--- src/rtl/wide_add_pkg.sv ---
// Shared types and default geometry for the word-serial wide adder.
// Optional subtract mode is enabled with WIDE_ADD_SUB_EN.
package wide_add_pkg;

   localparam int WORD_W_DEF    = 16;
   localparam int NUM_WORDS_DEF = 8;

   typedef enum logic [1:0] {
      IDLE  = 2'd0,
      RUN   = 2'd1,
      DRAIN = 2'd2,
      DONE  = 2'd3
   } state_e;

endpackage

--- src/rtl/wide_add_sequencer_add_slice.sv ---
// One WORD_W-bit adder slice with carry in/out; purely combinational.
// Kept separate so a faster slice can replace it without touching the sequencer FSM.
module add_slice #(
   parameter int WORD_W = 16
) (
   input  logic [WORD_W-1:0] x,
   input  logic [WORD_W-1:0] y,
   input  logic              cin,
   output logic [WORD_W-1:0] s,
   output logic              cout
);

   logic [WORD_W:0] full;

   always_comb begin
      full = {1'b0, x} + {1'b0, y} + {{WORD_W{1'b0}}, cin};
      s    = full[WORD_W-1:0];
      cout = full[WORD_W];
   end

endmodule

--- src/rtl/wide_add_sequencer.sv ---
// Word-serial NUM_WORDS*WORD_W-bit adder: LS word first in, LS word first out, 1-cycle latency.
// Backpressure: in_ready drops while a sum word is stalled; WIDE_ADD_SUB_EN adds a sub port (A-B).
module wide_add_sequencer
   import wide_add_pkg::*;
#(
   parameter  int WORD_W    = WORD_W_DEF,
   parameter  int NUM_WORDS = NUM_WORDS_DEF,
   localparam int CNT_W     = $clog2(NUM_WORDS)
) (
   input  logic              clk,
   input  logic              rst,
   input  logic              start,
`ifdef WIDE_ADD_SUB_EN
   input  logic              sub,
`endif
   input  logic              in_valid,
   output logic              in_ready,
   input  logic [WORD_W-1:0] a_word,
   input  logic [WORD_W-1:0] b_word,
   output logic [WORD_W-1:0] sum_word,
   output logic              sum_valid,
   input  logic              sum_ready,
   output logic              sum_last,
   output logic              cout,
   output logic              busy,
   output logic              done
);

   localparam logic [CNT_W-1:0] LAST_IDX = CNT_W'(NUM_WORDS - 1);

   state_e            state_q, state_d;
   logic [CNT_W-1:0]  counter_q, counter_d;
   logic              carry_q, carry_d;
   logic [WORD_W-1:0] sum_word_q, sum_word_d;
   logic              sum_valid_q, sum_valid_d;
   logic              sum_last_q, sum_last_d;
   logic              cout_q, cout_d;
   logic              busy_q, busy_d;
   logic              done_q, done_d;

   logic [WORD_W-1:0] b_eff;
   logic              carry_init;
   logic [WORD_W-1:0] slice_s;
   logic              slice_c;
   logic              in_hs;
   logic              out_hs;

`ifdef WIDE_ADD_SUB_EN
   // Subtract is A + ~B + 1; the +1 comes in through the initial carry.
   logic sub_q, sub_d;
   assign b_eff      = sub_q ? ~b_word : b_word;
   assign carry_init = sub;
`else
   assign b_eff      = b_word;
   assign carry_init = 1'b0;
`endif

   add_slice #(.WORD_W(WORD_W)) u_add_slice (
      .x   (a_word),
      .y   (b_eff),
      .cin (carry_q),
      .s   (slice_s),
      .cout(slice_c)
   );

   always_comb begin
      state_d     = state_q;
      counter_d   = counter_q;
      carry_d     = carry_q;
      sum_word_d  = sum_word_q;
      sum_valid_d = sum_valid_q;
      sum_last_d  = sum_last_q;
      cout_d      = cout_q;
      busy_d      = busy_q;
      done_d      = 1'b0;
      in_ready    = 1'b0;
      in_hs       = 1'b0;
      out_hs      = sum_valid_q && sum_ready;
`ifdef WIDE_ADD_SUB_EN
      sub_d       = sub_q;
`endif

      case (state_q)
         IDLE: begin
            if (start) begin
               state_d   = RUN;
               carry_d   = carry_init;
               counter_d = '0;
               cout_d    = 1'b0;
               busy_d    = 1'b1;
`ifdef WIDE_ADD_SUB_EN
               sub_d     = sub;
`endif
            end
         end
         RUN: begin
            in_ready = !sum_valid_q || sum_ready;
            in_hs    = in_valid && in_ready;
            if (out_hs) begin
               sum_valid_d = 1'b0;
            end
            // A new word overrides the drain so full throughput keeps sum_valid high.
            if (in_hs) begin
               sum_word_d  = slice_s;
               carry_d     = slice_c;
               sum_valid_d = 1'b1;
               counter_d   = counter_q + CNT_W'(1);
               if (counter_q == LAST_IDX) begin
                  sum_last_d = 1'b1;
                  cout_d     = slice_c;
                  state_d    = DRAIN;
               end
            end
         end
         DRAIN: begin
            if (out_hs) begin
               sum_valid_d = 1'b0;
               sum_last_d  = 1'b0;
               done_d      = 1'b1;
               state_d     = DONE;
            end
         end
         DONE: begin
            busy_d  = 1'b0;
            state_d = IDLE;
         end
         default: begin
            state_d = IDLE;
         end
      endcase
   end

   always_ff @(posedge clk or posedge rst) begin
      if (rst) begin
         state_q     <= IDLE;
         counter_q   <= '0;
         carry_q     <= 1'b0;
         sum_word_q  <= '0;
         sum_valid_q <= 1'b0;
         sum_last_q  <= 1'b0;
         cout_q      <= 1'b0;
         busy_q      <= 1'b0;
         done_q      <= 1'b0;
`ifdef WIDE_ADD_SUB_EN
         sub_q       <= 1'b0;
`endif
      end else begin
         state_q     <= state_d;
         counter_q   <= counter_d;
         carry_q     <= carry_d;
         sum_word_q  <= sum_word_d;
         sum_valid_q <= sum_valid_d;
         sum_last_q  <= sum_last_d;
         cout_q      <= cout_d;
         busy_q      <= busy_d;
         done_q      <= done_d;
`ifdef WIDE_ADD_SUB_EN
         sub_q       <= sub_d;
`endif
      end
   end

   assign sum_word  = sum_word_q;
   assign sum_valid = sum_valid_q;
   assign sum_last  = sum_last_q;
   assign cout      = cout_q;
   assign busy      = busy_q;
   assign done      = done_q;

endmodule

--- config.mk ---
export PLATFORM = sky130hd
export DESIGN_NAME = wide_add_sequencer
export DESIGN_NICKNAME = d
export VERILOG_FILES = /design/src/rtl/wide_add_pkg.sv /design/src/rtl/wide_add_sequencer_add_slice.sv /design/src/rtl/wide_add_sequencer.sv
export SDC_FILE = /design/constraint.sdc
export NUM_CORES = 1
export LEC_CHECK = 0
export ABC_AREA = 1
export BUFFER_PORTS_ARGS = -buffer_cell sky130_fd_sc_hd__buf_2
export CAP_MARGIN = 20
export CORE_UTILIZATION = 58
export CTS_CLUSTER_DIAMETER = 120
export DETAILED_ROUTE_END_ITERATION = 6
export PLACE_DENSITY = 0.93
export SYNTH_ARGS = -nofsm -noshare
export SYNTH_HDL_FRONTEND = slang
export SYNTH_HIERARCHICAL = 1
export SYNTH_SLANG_ARGS = --single-unit
--- constraint.sdc ---
create_clock -name clk -period 5.28 [get_ports clk]
set_input_delay 0 -clock clk [delete_from_list [all_inputs] [get_ports clk]]
set_output_delay 0 -clock clk [all_outputs]
set_load 0.05 [all_outputs]
# ---- Yosys cells after proc, flatten, opt, wreduce, memory -nomap -nowiden
# Index checks and enable logic that the tools add are counted.
dict set report totals {
  input_bits 37
  register_bits 27
  out_inout_bits 22
}
dict set report classes {
  eq_ne 8
  mux 26
  add_sub_neg 3
  n_reduce_logical 14
}
# operator count
set ops {}
lappend ops {{16-bit by 16-bit adder with 17-bit output} 1}
lappend ops {{17-bit by 1-bit adder with 17-bit output} 1}
lappend ops {{1-bit 2-to-1 mux} 13}
lappend ops {{4-bit AND reduction} 3}
lappend ops {{1-bit one-hot mux with 2 select lines} 5}
lappend ops {{2-bit 2-to-1 mux} 4}
lappend ops {{2-bit inequality test, second input constant} 4}
lappend ops {{2-bit one-hot mux with 4 select lines} 1}
lappend ops {{3-bit 2-to-1 mux} 2}
lappend ops {{3-bit one-hot mux with 2 select lines} 1}
lappend ops {{2-bit nonzero test} 3}
lappend ops {{2-bit == test, second input constant} 2}
lappend ops {{2-bit AND reduction} 2}
lappend ops {{3-bit by 1-bit adder with 3-bit output, second input constant} 1}
lappend ops {{3-bit == test, second input constant} 1}
lappend ops {{3-bit AND reduction} 1}
lappend ops {{2-bit by 1-bit == test with 1-bit output, second input constant} 1}
lappend ops {{1-bit logical AND} 2}
lappend ops {{2-bit zero test} 1}
lappend ops {{1-bit zero test} 1}
lappend ops {{1-bit logical OR} 1}

# ---- Longest topological paths before layout
# Gate-level depths: netlist (run 1).
dict set report depth {
  ltp_word 5
  depth_mapped 13
  mapped_depth_nobuf 13
}

# ---- By module
# Netlist (run 1), hierarchy kept.
# module cells_each area_per_inst_um2 seq_area_each_um2 n_inst
set by_module_without_submodules {}
lappend by_module_without_submodules {wide_add_sequencer 151 1335.0 675.6 1}
lappend by_module_without_submodules {add_slice 184 985.9 0.0 1}

# ---- Worst setup path after synthesis (run 1)
# No wires, ideal clock.
dict set report synth_timing {
  path_type {register to register}
  start {register carry_q}
  end {register cout_q (netlist: cout)}
  path_slack_ns 3.301
  t_arrival_ns 1.859
  path_stages_with_launch 14
  n_path_buf 0
  required_time_ns 5.161
  cell_sequence {dfrtp_1 > fa_1 > fa_1 > nand2_1 > nand2_1 > and2_4 > nand3_2 > nand3_2 > nand2_1 > nand2_1 > nand2_1 > inv_1 > nand4_1 > nand2_1}
}
dict set report synth_between {
  elab_chain_cells 4
}
# element line_no
set synth_rtl {}
lappend synth_rtl {{from (decl)} wide_add_sequencer.sv:33} ;# logic carry_q, carry_d;
lappend synth_rtl {{from (signal assigned)} wide_add_sequencer.sv:150} ;# carry_q <= carry_d;
lappend synth_rtl {{17-bit by 1-bit adder with 17-bit output} wide_add_sequencer_add_slice.sv:16} ;# full = {1'b0, x} + {1'b0, y} + {{WORD_W{1'b0}}, cin};
lappend synth_rtl {{via slice_c} wide_add_sequencer.sv:44} ;# logic slice_c;
lappend synth_rtl {{1-bit 2-to-1 mux} wide_add_sequencer.sv:108} ;# if (counter_q == LAST_IDX) begin
lappend synth_rtl {{1-bit 2-to-1 mux} wide_add_sequencer.sv:103} ;# if (in_hs) begin
lappend synth_rtl {{1-bit one-hot mux with 2 select lines} wide_add_sequencer.sv:83} ;# case (state_q)
lappend synth_rtl {{to (signal assigned)} wide_add_sequencer.sv:154} ;# cout_q <= cout_d;
lappend synth_rtl {{to (decl)} wide_add_sequencer.sv:37} ;# logic cout_q, cout_d;
# The timed path passes the listed nets, and every way through them passes these cells. The select of a mux whose other input is x is not followed.
# A chain may end at the register's enable or synchronous reset.

# ---- Final worst setup path (run 1)
# Same ends and word-level chain as after synthesis.

==> results.py, run 1 <==
metrics = {
    "grt": {
        "antenna_found_initial": 0,
        "grt_max_degree": 28,
        "grt_pass1_vias": 2181,
        "grt_overflow": 0,
        "grt_usage_pct": 26.33,
        "grt_pass1_wl_um": 8901,
    },
    "cells_and_area": {
        "num-nets-final": 455,
        "antenna_cells": 0,
        "syn_to_final_growth_pct": 16.17,
        "design_area_mm2": 0.002696,
        "finalNonFillerCells": 441,
        "drive_gt1_share_pct": 22.65,
    },
    "power": {
        "leakagePower_nw": 1.653,
        "ir_drop_v": 0.0001745,
        "totalPowerFinal_mw": 1.247,
        "powerDensity_mw_per_mm2": 462.3,
    },
    "timing": {
        "setup_viol": 0,
        "worst_pin_slew_ps": 513.8,
        "clock_skew_ps": 2.779,
        "drv_slew": 0,
        "timing.final.crit_share_pct": 42.65,
        "fmax_ghz": 0.4440,
        "finalSetupTns_ps": 0,
        "slew_headroom_pct": 65.71,
        "hold_viol_final": 0,
        "min_period_ps": 2252,
        "rsz0062_at_grt": "no",
    },
    "yosys": {
        "synth_cell_types": 33,
        "synth_top_flop_cell": "dfrtp_1",
        "synth-xor-area-share_pct": 2.642,
        "synth_nets": 396,
        "synthAdderAreaFrac_pct": 13.58,
        "synth_top_family_by_area": "simple AND/OR/NAND/NOR gates",
        "synth_compound_gate_area_share_pct": 3.720,
        "ys_async_sr_fraction_pct": 100.0,
        "synthSimpleGateAreaFrac_pct": 40.16,
        "yosysSeqAreaShare_pct": 29.11,
        "synth_mux_area_share_pct": 0,
        "synth_top_area_cell": "dfrtp_1",
        "ys_warn_count": 6,
        "synth_area_leaders": "dfrtp_1, nand2_1, ha_1, inv_1, nand3_1",
        "netlist_area_mm2": 0.002321,
        "syn_inst": 335,
        "synth-seq-cells": 27,
        "yosysTopAreaCellShare_pct": 29.11,
        "avgSynthCellArea_um2": 6.928,
        "synth_edf_count": 0,
    },
    "clocking": {
        "htree_levels": 1,
        "clkSinkCount": 27,
        "root_buffer": "clkbuf_8",
        "cts-resized-gates": 0,
        "numCtsBuffers": 3,
        "cts_tree": "done",
        "clk_pin_slew_ps": 90,
        "clock_path_buffers": 2,
        "clock_latency_ps": 270,
    },
    "routing": {
        "drt_wl_total_um": 5400,
        "drtIter0Drc": 132,
        "drc": 0,
        "routed_via_density": 5.238,
        "ant_nets": 0,
        "dr.pass1.iters": 4,
        "dr_total_vias": 2310,
        "drt-wirelength-per-cell_um": 12.24,
    },
    "hold_path": {
        "hp-class": "in2reg",
        "min_from": "start",
        "hold_end": "busy",
        "whs_path_depth": 5,
    },
    "critical_path": {
        "r2r_slack_ps": 3030,
        "r2r_end": "cout",
        "worstReg2RegStart": "carry_q",
        "setup.worst_path.class": "reg2reg",
        "cp-start-kind": "register",
        "endpoint_kind": "register",
        "reg2reg_depth": 13,
        "cp.arrival_ps": 2410,
        "crit_required_ps": 5440,
        "path_max_fanout": 3,
    },
    "job": {
        "maxCapViolCount": 0,
    },
    "placed_design": {
        "dp.final_hpwl_um": 4193,
        "placed_cell_area_mm2": 0.002614,
        "port_buffers": 58,
        "place_inst": 435,
        "routabilityCongestion": 0.8784,
    },
    "floorplan": {
        "core_area_mm2": 0.003744,
        "die_x_um": 65.26,
        "die_area_mm2": 0.004259,
        "row_count": 22,
        "boundaryPins": 59,
        "die_h_um": 65.26,
        "start_util_pct": 62.00,
    },
    "status": {
        "status": "finished clean",
    },
}
## routing by layer
layer	up-vias	track usage [%]	share of wire (%)
met4	0	10.05	2.4
li1	1158	-	-
met3	14	2.431	4.4
met1	1058	30.87	41
met5	-	0	0
met2	80	48.84	52
## cells in the mapped netlist (2+ instances only)
master and count:
a21oi_1 7, buf_6 4, dfrtp_1 27, fa_1 2
ha_1 22, inv_1 44, inv_2 4, nand2_1 136
nand2_2 12, nand3_1 28, nand3_2 2, nand3b_1 4
nand4_1 4, nor2_1 12, nor3_2 3, or2_1 2
xor2_1 6
## report_power, final
| group | internal, mW | switching [mW] |
|---|---|---|
| clock network | 0.0541 | 0.0626 |
| registers | 0.294 | 0.0570 |
| logic | 0.211 | 0.568 |
## kinds of logic after synthesis
logic type	count (synthesis)
XOR/XNOR	7
buffers and inverters	56
adder cells (fa/ha/maj)	24
AO/OA/AOI/OAI	13
AND/OR/NAND/NOR	208
flip-flops	27
## critical path, cell delays in order, from the launching register on
cell and delay, ps:
dfrtp_1 400, fa_1 410, fa_1 430, nand2_1 90, nand2_1 80, and2_4 160
nand3_2 70, nand3_2 70, nand2_1 80, nand2_1 50, nand2_1 60, inv_1 60
nand4_1 80, nand2_1 90
## registers in the layout (all words and copies together), names as in the netlist
signal / cells
state_q: 2
cout: 1
carry_q: 1
done: 1
busy: 1
sum_last: 1
sum_word: 16
counter_q: 3
sum_valid: 1
## area by class of cell
type,count,area (um2)
Inverter,50,192.7
Sequential cell,27,675.6
Fill cell,319,1047
Timing Repair Buffer,60,327.8
Multi-Input combinational cell,252,1395
Tap cell,48,60.06
Clock buffer,4,45.04
## worst max path at each step
| stage | cells after the start | startpoint | endpoint |
|---|---|---|---|
| finish | 13 | carry_q | cout |
| global route | 13 | carry_q | cout |
| CTS | 13 | carry_q | cout |
| detailed placement | 13 | carry_q | cout |
| global placement | 13 | carry_q | cout |
| floorplan | 13 | carry_q | cout |
## cells in the final DEF, fill, tap and decap left out, types with 2 or more instances in the layout
cell,n
nor2_1,12
nand2_2,12
nand3_1,28
fa_1,2
clkbuf_8,3
nand4_1,4
dfrtp_1,27
xor2_1,6
inv_2,4
nand2_1,136
nand3_2,2
nor3_2,3
or2_1,2
nand3b_1,4
a21oi_1,7
ha_1,22
inv_1,44
buf_2,58
## metrics by stage
| step | utilization [%] | hold WS (ps) | setup slack (ps) |
|---|---|---|---|
| after floorplan | - | 52.72 | 3301 |
| after global placement | 69.82 | 275.6 | 3224 |
| after detailed placement | 69.82 | 294.4 | 3113 |
| after CTS | 71.02 | 1.106 | 3049 |
| after global routing | 72.03 | 45.80 | 2961 |
| final | 72.03 | 45.58 | 3028 |
## timing repair
action                    4_1_cts  5_1_grt
hold endpoints to repair        0       10
setup buffers                   0        0
hold buffers                    0        1
Note: power is estimated with default switching activity, not from simulation.
==> inputs of run 2 (changes only) <==
--- a/config.mk
+++ b/config.mk
@@ -8,10 +8,10 @@
 export ABC_AREA = 1
 export BUFFER_PORTS_ARGS = -buffer_cell sky130_fd_sc_hd__buf_2
 export CAP_MARGIN = 20
-export CORE_UTILIZATION = 58
+export CORE_UTILIZATION = 49
 export CTS_CLUSTER_DIAMETER = 120
 export DETAILED_ROUTE_END_ITERATION = 6
-export PLACE_DENSITY = 0.93
+export PLACE_DENSITY = 0.85
 export SYNTH_ARGS = -nofsm -noshare
 export SYNTH_HDL_FRONTEND = slang
 export SYNTH_HIERARCHICAL = 1
==> constraint.sdc (replaced) <==
create_clock -name clk -period 1.9 [get_ports clk]
set_input_delay 0 -clock clk [delete_from_list [all_inputs] [get_ports clk]]
set_output_delay 0 -clock clk [all_outputs]
set_load 0.05 [all_outputs]
==> run 2 against run 1 <==
The flow now finishes with violations (negative setup slack). Cell area rose by 2.1%. Wire length shrank 6.3%. Worst hold slack got worse by 22 ps. Via count down 1.5%. Clock-buffer cell count fell by 1. Sequential power rose to 2.8 times the previous value. Worst setup slack got worse by 3100 ps. Clock skew up 1.9 ps. Critical path type unchanged. Critical endpoint unchanged. Largest cell class unchanged.
==> results.py, run 2 (synthesis results as in run 1) <==
metrics = {
    "clocking": {
        "clock_path_buffers": 2,
        "root_buffer": "clkbuf_8",
        "clk_pin_slew_ps": 90,
        "cts_tree": "done",
        "clkSinkCount": 27,
        "htree_levels": 1,
        "clock_latency_ps": 280,
        "numCtsBuffers": 3,
    },
    "routing": {
        "routed_via_density": 5.022,
        "dr.pass1.iters": 6,
        "drt_wl_total_um": 5060,
        "drtIter0Drc": 139,
        "drc": 0,
        "dr_total_vias": 2275,
        "drt-wirelength-per-cell_um": 11.17,
        "ant_nets": 0,
    },
    "critical_path": {
        "r2r_slack_ps": -120,
        "cp.arrival_ps": 2190,
        "path_max_fanout": 3,
        "cp-start-kind": "register",
        "reg2reg_depth": 13,
        "r2r_end": "cout",
        "setup.worst_path.class": "reg2reg",
        "crit_required_ps": 2070,
        "crit_path_start": "carry_q",
        "cp-endpoint": "cout",
        "endpoint_kind": "register",
        "worstReg2RegStart": "carry_q",
    },
    "timing": {
        "drv_slew": 0,
        "fmax_ghz": 0.4962,
        "rsz0062_at_grt": "yes",
        "slew_headroom_pct": 73.77,
        "setup_ws_ps": -115.2,
        "setup_viol": 4,
        "finalSetupTns_ps": -321.7,
        "worst_pin_slew_ps": 393.5,
        "hold_viol_final": 0,
        "timing.final.crit_share_pct": 106.1,
        "min_period_ps": 2015,
        "clock_skew_ps": 4.707,
    },
    "cells_and_area": {
        "largest_reg_flops": 16,
        "antenna_cells": 0,
        "utilization_pct": 61.94,
        "syn_to_final_growth_pct": 18.60,
        "final_common_cell": "nand2_1",
        "num-nets-final": 463,
        "mostFrequentLayoutCells": "nand2_1, buf_2, inv_1",
        "drive_gt1_share_pct": 25.69,
    },
    "floorplan": {
        "start_util_pct": 52.22,
        "die_x_um": 70.83,
        "boundaryPins": 59,
        "core_area_mm2": 0.004444,
        "row_count": 24,
        "die_h_um": 70.83,
        "die_area_mm2": 0.005016,
    },
    "grt": {
        "grt_overflow": 0,
        "grt_pass1_wl_um": 8500,
        "grt_pass1_vias": 2073,
        "grt_usage_pct": 20.78,
        "antenna_found_initial": 0,
        "grt_max_degree": 28,
    },
    "power": {
        "switchingPower_mw": 1.906,
        "p_int_mw": 1.601,
        "switching_share_pct": 54.35,
        "ir_drop_v": 0.0005461,
        "power_frac_clock_pct": 9.4,
        "p_comb_share_pct": 62.7,
        "leakagePower_nw": 1.684,
        "seqPwrFrac_pct": 27.9,
        "powerDensity_mw_per_mm2": 1274,
    },
    "job": {
        "maxCapViolCount": 0,
    },
    "placed_design": {
        "dp.final_hpwl_um": 4076,
        "routabilityCongestion": 0.8680,
        "port_buffers": 58,
    },
    "status": {
        "status": "complete, but fails checks",
        "violations": "negative setup slack",
    },
    "hold_path": {
        "hp-class": "in2reg",
    },
}
==> run 2: cell types whose count changed in the layout (fill, tap and decap cells not counted), sizes merged <==
cell    before  now
clkbuf       4    3
clkinv       1    2
buf         59   67
==> run 2: how the worst min path moves through the flow <==
stage / depth (start not counted) / from / to / slack (ps)
3_5_place_dp: 3 / rst / sum_word[0] / 80
6_report: 3 / sum_ready / done / 20
4_1_cts: 3 / sum_ready / done / 20
5_1_grt: 3 / sum_ready / done / 40
3_3_place_gp: 3 / rst / counter_q[1] / 70
2_1_floorplan: 1 / rst / busy / 50
==> run 2: cell type report <==
class	instances	area, um2
Fill cell	428	1692
Multi-Input combinational cell	252	1405
Sequential cell	27	675.6
Timing Repair Buffer	68	367.9
Inverter	50	192.7
Tap cell	52	65.06
Clock buffer	3	41.29
Clock inverter	1	5.005
==> run 2: routing by layer <==
layer | vias up | part of all wire (%) | track usage [%]
met4 | 0 | 1.4 | 8.889
li1 | 1172 | - | -
met5 | - | 0 | 0
met2 | 66 | 50 | 37.82
met1 | 1031 | 45 | 24.98
met3 | 6 | 3.8 | 1.994
==> run 2: repair_timing <==
action / CTS / global route
setup endpoints to repair: 3 / 8
hold endpoints to repair: 27 / 0
buffers inserted: 1 / 3
hold buffers: 1 / 0
gates resized for setup: 0 / 3
pin swaps: 0 / 4
==> run 2: critical path, stage by stage (launching register included) <==
cell	delay (ps)
dfrtp_1	410
fa_2	360
fa_2	340
nand2_1	80
nand2_1	70
and2_4	150
nand3_2	70
nand3_2	70
nand2_1	70
nand2_1	40
nand2_1	70
inv_2	40
nand4_1	70
nand2_1	60
==> run 2: per-stage QoR <==
stage | hold slack [ps] | area [um2] | total power, mW | worst slack [ps] | instances
final | 23.47 | 2753 | 3.507 | -115.2 | 453
after CTS | 21.49 | 2725 | 3.498 | -75.42 | 450
after global routing | 44.97 | 2753 | 3.752 | -212.2 | 453
after floorplan | 52.72 | 2326 | 2.679 | 20.40 | 335
after global placement | 71.41 | 2661 | 3.085 | -35.12 | 444
after detailed placement | 81.76 | 2661 | 3.142 | -56.52 | 444
==> run 2: power by group through the flow <==
stage	clock network, mW	registers [mW]	logic [mW]
floorplan	0	1.64	1.04
global placement	0	0.981	2.10
finish	0.328	0.980	2.20
detailed placement	0	0.983	2.16
global route	0.347	1.00	2.40
CTS	0.335	0.979	2.18
